### config.mk
export PLATFORM = sky130hd
export DESIGN_NAME = easyaxi_resp_sched
export DESIGN_NICKNAME = d
export VERILOG_FILES = /design/src/rtl/easyaxi_resp_sched.sv
export SDC_FILE = /design/constraint.sdc
export NUM_CORES = 2
export LEC_CHECK = 0
export CORE_AREA = 5 5 309 537
export DETAILED_ROUTE_END_ITERATION = 16
export DIE_AREA = 0 0 314 542
export SLEW_MARGIN = 20
export SYNTH_ARGS = -nofsm -noshare
export SYNTH_HDL_FRONTEND = slang
export SYNTH_SLANG_ARGS = --single-unit
### constraint.sdc
create_clock -name clk -period 6.69 [get_ports clk]
set_input_delay 1.338 -clock clk [delete_from_list [all_inputs] [get_ports clk]]
set_output_delay 1.338 -clock clk [all_outputs]
set_load 0.05 [all_outputs]
### src/rtl/easyaxi_resp_sched.sv
// Slave-side read response scheduler: per-ID in-order,
// cross-ID round-robin R-burst generation.
module easyaxi_resp_sched #(
  parameter int OST_DEPTH  = 16,
  parameter int ID_WIDTH   = 4,
  parameter int LEN_WIDTH  = 8,
  parameter int DATA_WIDTH = 32,
  parameter int RESP_DELAY = 4
) (
  input  logic                          clk,
  input  logic                          rst,
  input  logic                          req_valid,
  output logic                          req_ready,
  input  logic [ID_WIDTH-1:0]           req_id,
  input  logic [LEN_WIDTH-1:0]          req_len,
  output logic                          resp_valid,
  input  logic                          resp_ready,
  output logic [ID_WIDTH-1:0]           resp_id,
  output logic [DATA_WIDTH-1:0]         resp_data,
  output logic [1:0]                    resp_resp,
  output logic                          resp_last,
  output logic [$clog2(OST_DEPTH):0]    ost_cnt
);

  localparam int PW = $clog2(OST_DEPTH);
  localparam int CW = PW + 1;
  localparam int DW =
    (RESP_DELAY > 0) ? $clog2(RESP_DELAY + 1) : 1;

  typedef enum logic {
    IDLE,
    BURST
  } state_t;

  state_t state_q;
  state_t state_d;

  logic [OST_DEPTH-1:0] vld_q;
  logic [ID_WIDTH-1:0]  id_q    [OST_DEPTH];
  logic [LEN_WIDTH-1:0] len_q   [OST_DEPTH];
  logic [LEN_WIDTH-1:0] beat_q  [OST_DEPTH];
  logic [DW-1:0]        dly_q   [OST_DEPTH];
  logic [OST_DEPTH-1:0] older_q [OST_DEPTH];

  logic [PW-1:0] cur_q;
  logic [PW-1:0] rr_q;
  logic [CW-1:0] cnt_q;

  logic           acc;
  logic           hs;
  logic           fin;
  logic [PW-1:0]  free_idx;
  logic [OST_DEPTH-1:0] blocked;
  logic [OST_DEPTH-1:0] elig;
  logic           gnt_ok;
  logic [PW-1:0]  gnt_idx;
  logic [PW-1:0]  scan_idx;
  logic [LEN_WIDTH-1:0] nxt_beat;

  function automatic logic [DATA_WIDTH-1:0] beat_data(
    input logic [ID_WIDTH-1:0]  id,
    input logic [LEN_WIDTH-1:0] beat
  );
    return DATA_WIDTH'({id, beat});
  endfunction

  assign req_ready = (cnt_q != CW'(OST_DEPTH));
  assign ost_cnt   = cnt_q;
  assign resp_resp = 2'b00;

  assign acc = req_valid & req_ready;
  assign hs  = resp_valid & resp_ready;
  assign fin = hs & resp_last;

  assign nxt_beat = beat_q[cur_q] + LEN_WIDTH'(1);

  // lowest-index free slot for the next request
  always_comb begin
    free_idx = '0;
    for (int i = OST_DEPTH - 1; i >= 0; i--) begin
      if (!vld_q[i]) free_idx = PW'(i);
    end
  end

  // an entry waits for its delay and for older same-ID entries
  always_comb begin
    blocked = '0;
    elig    = '0;
    for (int i = 0; i < OST_DEPTH; i++) begin
      for (int j = 0; j < OST_DEPTH; j++) begin
        if (vld_q[j] && older_q[j][i] &&
            (id_q[j] == id_q[i]))
          blocked[i] = 1'b1;
      end
      elig[i] = vld_q[i] &&
                (dly_q[i] == '0) &&
                !blocked[i] &&
                !((state_q == BURST) &&
                  (cur_q == PW'(i)));
    end
  end

  // round-robin pick starting at rr_q
  always_comb begin
    gnt_ok   = 1'b0;
    gnt_idx  = rr_q;
    scan_idx = rr_q;
    for (int k = 0; k < OST_DEPTH; k++) begin
      scan_idx = rr_q + PW'(k);
      if (!gnt_ok && elig[scan_idx]) begin
        gnt_ok  = 1'b1;
        gnt_idx = scan_idx;
      end
    end
  end

  // next-state logic
  always_comb begin
    state_d = state_q;
    unique case (state_q)
      IDLE:    if (gnt_ok) state_d = BURST;
      BURST:   if (fin)    state_d = IDLE;
      default: state_d = IDLE;
    endcase
  end

  // state register
  always_ff @(posedge clk) begin
    if (rst) state_q <= IDLE;
    else     state_q <= state_d;
  end

  // entry table: allocate, count down, advance, free
  always_ff @(posedge clk) begin
    if (rst) begin
      vld_q <= '0;
    end else begin
      for (int i = 0; i < OST_DEPTH; i++) begin
        if (dly_q[i] != '0)
          dly_q[i] <= dly_q[i] - DW'(1);
      end
      if ((state_q == BURST) && hs) begin
        if (resp_last)
          vld_q[cur_q] <= 1'b0;
        else
          beat_q[cur_q] <= nxt_beat;
      end
      if (acc) begin
        vld_q[free_idx]  <= 1'b1;
        id_q[free_idx]   <= req_id;
        len_q[free_idx]  <= req_len;
        beat_q[free_idx] <= '0;
        dly_q[free_idx]  <= DW'(RESP_DELAY);
        older_q[free_idx] <= '0;
        for (int k = 0; k < OST_DEPTH; k++) begin
          older_q[k][free_idx] <= vld_q[k];
        end
      end
    end
  end

  // occupancy counter
  always_ff @(posedge clk) begin
    if (rst) begin
      cnt_q <= '0;
    end else begin
      unique case ({acc, fin})
        2'b10:   cnt_q <= cnt_q + CW'(1);
        2'b01:   cnt_q <= cnt_q - CW'(1);
        default: cnt_q <= cnt_q;
      endcase
    end
  end

  // grant bookkeeping and registered beat payload
  always_ff @(posedge clk) begin
    if (rst) begin
      cur_q      <= '0;
      rr_q       <= '0;
      resp_valid <= 1'b0;
      resp_id    <= '0;
      resp_data  <= '0;
      resp_last  <= 1'b0;
    end else begin
      unique case (state_q)
        IDLE: begin
          if (gnt_ok) begin
            cur_q      <= gnt_idx;
            rr_q       <= gnt_idx + PW'(1);
            resp_valid <= 1'b1;
            resp_id    <= id_q[gnt_idx];
            resp_data  <= beat_data(id_q[gnt_idx], '0);
            resp_last  <= (len_q[gnt_idx] == '0);
          end
        end
        BURST: begin
          if (hs) begin
            if (resp_last) begin
              resp_valid <= 1'b0;
              resp_id    <= '0;
              resp_data  <= '0;
              resp_last  <= 1'b0;
            end else begin
              resp_data <= beat_data(id_q[cur_q], nxt_beat);
              resp_last <= (nxt_beat == len_q[cur_q]);
            end
          end
        end
        default: ;
      endcase
    end
  end

endmodule

Yosys cells after proc, flatten, opt, wreduce, memory -nomap -nowiden
Memory sizes are Yosys's and may differ from the RTL's. A register that Yosys moved wholly into a read port is not among the register bits.
Cells that the tools add are included.
Word-level totals
  output and inout port bits: 46
  latch bits: 0
  memory bits (writable): 624
  flip-flop bits (word level): 68
  memory bits (read-only): 0
  input port bits: 16
  word-level logic and storage cells: 1426
  memories kept: 5
Cells by class
  eq/ne operators: 262
  add/subtract/negate cells: 35
  multiply operators: 0
  reduce and logical (&&, ||, !) cells: 663
  divide/modulo/power cells: 0
  magnitude comparators: 20
  muxes and demuxes: 425
  shift operators: 0
  bitwise operators: 7
Memories
  older_q: words 16, width 16, rd ports 16, clocked after Yosys merged registers in 0, wr ports 17, line 43  | logic [OST_DEPTH-1:0] older_q [OST_DEPTH];
  beat_q: words 16, width 8, rd ports 1, clocked after Yosys merged registers in 1, wr ports 2, line 41  | logic [LEN_WIDTH-1:0] beat_q [OST_DEPTH];
  len_q: words 16, width 8, rd ports 2, clocked after Yosys merged registers in 1, wr ports 1, line 40  | logic [LEN_WIDTH-1:0] len_q [OST_DEPTH];
  id_q: words 16, width 4, rd ports 18, clocked after Yosys merged registers in 1, wr ports 1, line 39  | logic [ID_WIDTH-1:0] id_q [OST_DEPTH];
  dly_q: words 16, width 3, rd ports 16, clocked after Yosys merged registers in 0, wr ports 17, line 42  | logic [DW-1:0] dly_q [OST_DEPTH];
Operators with widths (number)
  $eq 4x4->1: 240
  $logic_and 1x1->1: 578
  $mux 1: 353
  $mux 4: 40
  $lt 4x5->1 const B: 18
  $mux 16: 5
  $bmux 1 s4: 16
  $mux 32: 2
  $pmux 32 s2: 1
  $logic_not 3->1: 16
  $reduce_bool 3->1: 16
  $sub 3x1->3 const B: 16
  $logic_not 1->1: 47
  $add 4x4->4 const B: 8
  $eq 4x4->1 const B: 8
  $add 4x3->4 const B: 4
  $and 16x16->16: 1
  $eq 4x3->1 const B: 4
  $not 16->16: 1
  $or 16x16->16: 1
  $mux 12: 1
  $pmux 5 s2: 1
  $add 4x1->4 const B: 2
  $add 4x2->4 const B: 2
  22 further kinds: 31

Longest topological paths before layout
An unclocked memory read counts as a cell.
  depth after elaboration: 74
  gate-level depth with buffers: 24
  mapped depth without buffers: 20

Least setup slack after synthesis
No wires, ideal clock.
  path kind: flip-flop to flip-flop
  start point: reg rr_q[0]
  end point: reg resp_last
  library setup time: 0.128 ns
  path slack: 1.606 ns
  period minus slack after synthesis: 5.084 ns
  path buffers: 7
  data required time: 6.562 ns
  cell stages (with the launch flop): 24
  arrival time: 4.956 ns
  cell sequence: dfxtp_1 -> buf_2 -> clkinv_1 -> buf_2 -> buf_1 -> ha_1 -> clkbuf_1 -> xor2_1 -> clkbuf_1 -> nand2_1 -> o2111a_1 -> a211o_1 -> nand4bb_1 -> buf_4 -> nand4b_4 -> nor2b_1 -> o2bb2ai_2 -> o21ai_4 -> buf_6 -> and3_1 -> o32ai_1 -> o32a_2 -> o221ai_1 -> o2bb2ai_1
On the way
  longest elaborated chain between the ends: 52
  elaborated cells between the ends (all ways): 114
  classes of those cells: 15 x add/sub; 1 x eq/ne; 65 x mux; 32 x reduce/logical; 1 x memory
Ends and longest elaborated chain
  start, declared: line 46  | logic [PW-1:0] rr_q;
  start signal, assigned: line 189  | rr_q <= gnt_idx + PW'(1);
  branches (longest 52 deep; another with $add 4x1->4)
  end signal, assigned: line 193  | resp_last <= (len_q[gnt_idx] == '0);
  end signal, assigned: line 205  | resp_last <= (nxt_beat == len_q[cur_q]);
  end, declared: line 21  | output logic resp_last,
Several ways; the timed one is not identified. The select of a mux whose other input is x is not followed.
A chain may end at the register's enable or synchronous reset.

==> impl_metrics.json <==
{
  "layout-area-overhead-vs-synth_pct": 16.3,
  "clock_insertion_delay_worst_skew_ns": 0.69,
  "ant_nets": 0,
  "drv.max_cap_violation_count": 0,
  "status": "complete, no violations",
  "max-clock-path-buffers": 3,
  "startpoint_type": "flip-flop",
  "final_non_filler_cells": 6191,
  "least_margin_pin_slew_ns": 1.22,
  "grt_start_max_net_pins": 56,
  "synth.top_cell.area_share": 0.337,
  "route.detailed.drc": 0,
  "setup_viols_final": 0,
  "clockRootBuffer": "sky130_fd_sc_hd__clkbuf_16",
  "gp_congestion": 1.06,
  "grt_pass1_vias": 31800,
  "clock-sinks": 676,
  "maxSlewHeadroom": 0.186,
  "dp.final_hpwl_um": 132000,
  "syn-cell-area_um2": 39900,
  "design.final.nets": 4128,
  "grt_remaining_overflow": 0,
  "port_buffers": 39,
  "die_height_um": 542,
  "vias": 32300,
  "rows": 195,
  "clock_tree.htree_level_count": 2,
  "antenna_violations_before_repair": 5,
  "synthesis_warnings": 0,
  "most-common-layout-cells": "505 x sky130_fd_sc_hd__xnor2_1, 488 x sky130_fd_sc_hd__nand2_1, 448 x sky130_fd_sc_hd__edfxtp_1",
  "fin_crit_ns": 6.52,
  "clkSlewWorstSetupHoldPaths_ns": 0.07,
  "detailed_place.area_um2": 43800,
  "netlist_top_cells_area": "sky130_fd_sc_hd__edfxtp_1 34%, sky130_fd_sc_hd__dfxtp_1 11%, sky130_fd_sc_hd__xnor2_1 11%",
  "post_cts.resized_instances": 0,
  "place_worst_setup_slack_ns": 0.102,
  "horiz_die_dim_um": 314,
  "critical_path_required_ns": 7.21,
  "post-route-worst-setup-slack_ns": 0.174,
  "largest_fanout_of_any_net_on_the_critical_path": 12,
  "tritoncts_buffers": 60,
  "worstSetupPathType": "flip-flop to flip-flop",
  "yosysSeqAreaShare": 0.451,
  "async_reset_ff_frac": 0,
  "grt_usage": 0.205,
  "hold_path_class": "flip-flop to flip-flop",
  "drive_above_1_share": 0.182,
  "first_iter_violations": 3266,
  "fmax_mhz": 153,
  "io_pins": 62,
  "post-route-period-util": 0.974,
  "yosysUniqueCellTypes": 100,
  "hold_buffers_post_cts": 0,
  "slew_violations": 0,
  "p_leak_nw": 16.8,
  "fin_setup_tns_ns": 0,
  "wl_per_cell_um": 29.2,
  "vias_per_cell": 5.21,
  "vdd_drop_max_mv": 0.440,
  "total_wirelength_of_the_detailed_routed_design_um": 181000,
  "power_per_cell_area_nw_per_um2": 374,
  "synth_top_area_cell": "sky130_fd_sc_hd__edfxtp_1",
  "end_kind": "flip-flop",
  "core_um2": 161000,
  "worst-endpoint-arrival_ns": 7.04,
  "ys_seq_elements": 676,
  "final_instance_area_um2": 46400,
  "report.final.hold_viol_count": 0,
  "first_pass_grt_wire_length_um": 248000,
  "drt-pass1-iter-count": 6,
  "dieArea_um2": 170000,
  "synthesis.area_per_instance_um2": 10.3,
  "tritoncts": "built",
  "dp_cell_count": 6013,
  "synth_flop_cell": "sky130_fd_sc_hd__edfxtp_1",
  "layout_commonest_cell": "sky130_fd_sc_hd__xnor2_1",
  "finClkSkew_ns": 0.0683,
  "synth_cells": 3861,
  "initial_core_util": 0.248,
  "synth_edf_count": 448,
  "cts_setup_buffers": 0
}
[registers in the layout, summed over array words and instances, names as in the netlist, named ones only]
signal / cells
older_q: 256
beat_q: 128
len_q: 128
id_q: 64
dly_q: 48
vld_q: 16
resp_data: 12
ost_cnt: 5
cur_q: 4
resp_id: 4
rr_q: 4
resp_last: 1
resp_valid: 1
state_q: 1
[final timing paths]
| path | endpoint | depth (start not counted) | from | slack (ns) |
|---|---|---|---|---|
| setup reg to reg | resp_id[0] | 22 | id_q[11][2] | 0.17 |
| hold / removal | resp_data[1] | 2 | resp_data[1] | 0.46 |
| hold reg to reg | resp_data[1] | 2 | resp_data[1] | 0.46 |
| setup / recovery | resp_id[0] | 22 | id_q[11][2] | 0.17 |
[layer usage]
metal,track usage,vias up,part of all wire
li1,-,14000,-
met1,0.198,15900,0.31
met2,0.368,1696,0.50
met3,0.0271,606,0.063
met4,0.196,2,0.13
met5,0,-,0.000050
[synth_stat cells, types with 6 or more instances]
cell / number
sky130_fd_sc_hd__or2_2: 6
sky130_fd_sc_hd__nor4_2: 19
sky130_fd_sc_hd__a22oi_1: 7
sky130_fd_sc_hd__nor4bb_1: 14
sky130_fd_sc_hd__buf_4: 80
sky130_fd_sc_hd__xnor2_1: 509
sky130_fd_sc_hd__buf_6: 63
sky130_fd_sc_hd__nand2_1: 488
sky130_fd_sc_hd__nor4_1: 49
sky130_fd_sc_hd__nand2b_1: 17
sky130_fd_sc_hd__clkbuf_1: 164
sky130_fd_sc_hd__edfxtp_1: 448
sky130_fd_sc_hd__and2_1: 58
sky130_fd_sc_hd__nor2b_1: 35
sky130_fd_sc_hd__nand4_1: 128
sky130_fd_sc_hd__mux2i_1: 47
sky130_fd_sc_hd__buf_1: 24
sky130_fd_sc_hd__o32ai_1: 10
sky130_fd_sc_hd__o22ai_1: 131
sky130_fd_sc_hd__xor2_1: 21
sky130_fd_sc_hd__a211oi_1: 134
sky130_fd_sc_hd__a21oi_1: 63
sky130_fd_sc_hd__dfxtp_1: 228
sky130_fd_sc_hd__a211o_1: 19
sky130_fd_sc_hd__nand3_1: 59
sky130_fd_sc_hd__and3_1: 73
sky130_fd_sc_hd__nor3_1: 29
sky130_fd_sc_hd__o21ai_0: 39
sky130_fd_sc_hd__a22o_1: 7
sky130_fd_sc_hd__a32oi_1: 10
sky130_fd_sc_hd__nor2_1: 321
sky130_fd_sc_hd__buf_2: 17
sky130_fd_sc_hd__inv_1: 205
sky130_fd_sc_hd__mux2_2: 14
sky130_fd_sc_hd__mux4_2: 114
sky130_fd_sc_hd__ha_1: 45
sky130_fd_sc_hd__a31oi_1: 9
sky130_fd_sc_hd__o221ai_1: 17
sky130_fd_sc_hd__buf_8: 12
[logic make-up after synthesis]
logic type               share of synthesized area
AO/OA/AOI/OAI                               0.0947
XOR/XNOR                                     0.117
adder cells (fa/ha/maj)                     0.0146
buffers and inverters                       0.0773
flip-flops                                   0.451
multiplexers                                0.0811
other                                    0.0000939
AND/OR/NAND/NOR                              0.164
[area by class of cell]
cell class / count / area [µm²]
antenna: 6 / 15.0
clock buffer: 76 / 1620
clock inverter: 37 / 429
fill: 16700 / 115000
inverter: 209 / 785
multi-input combinational: 2651 / 19100
sequential: 676 / 18000
tap: 2068 / 2590
timing repair buffer: 468 / 3900
[critical path, stage by stage, from the launching register on]
cell                       delay (ns)
sky130_fd_sc_hd__edfxtp_1        0.86
sky130_fd_sc_hd__xnor2_1         0.19
sky130_fd_sc_hd__nand4_1         0.69
sky130_fd_sc_hd__o22ai_1         0.47
sky130_fd_sc_hd__nor4_1          0.11
sky130_fd_sc_hd__buf_4           0.18
sky130_fd_sc_hd__nand2_1         0.15
sky130_fd_sc_hd__o21ai_2         0.17
sky130_fd_sc_hd__buf_4           0.22
sky130_fd_sc_hd__mux2_2          0.27
sky130_fd_sc_hd__a2111o_1        0.48
sky130_fd_sc_hd__nor4_2          0.34
sky130_fd_sc_hd__nand4b_4        0.19
sky130_fd_sc_hd__buf_4           0.18
sky130_fd_sc_hd__nor4_1          0.37
sky130_fd_sc_hd__a311oi_4        0.10
sky130_fd_sc_hd__o21ai_4         0.21
sky130_fd_sc_hd__buf_4           0.22
sky130_fd_sc_hd__mux2i_1         0.21
sky130_fd_sc_hd__mux2_2          0.19
sky130_fd_sc_hd__o22ai_1         0.11
sky130_fd_sc_hd__a221oi_2        0.28
sky130_fd_sc_hd__o32ai_1         0.12
[stage by stage]
step / total power [W] / hold WS [ns] / utilization
3_3_place_gp: 0.0136 / 0.448 / 0.272
6_report: 0.0174 / 0.464 / 0.288
3_5_place_dp: 0.0137 / 0.453 / 0.272
5_1_grt: 0.0181 / 0.497 / 0.288
2_1_floorplan: 0.0105 / 0.455 / -
4_1_cts: 0.0173 / 0.466 / 0.285
[power breakdown]
part           internal [W]  switching [W]  leakage (nW)
clock network       0.00195        0.00171         0.995
registers           0.00479       0.000315          5.60
logic               0.00376        0.00486          10.2
total                0.0105        0.00688          16.8
Note: power is estimated with default switching activity, not from simulation.
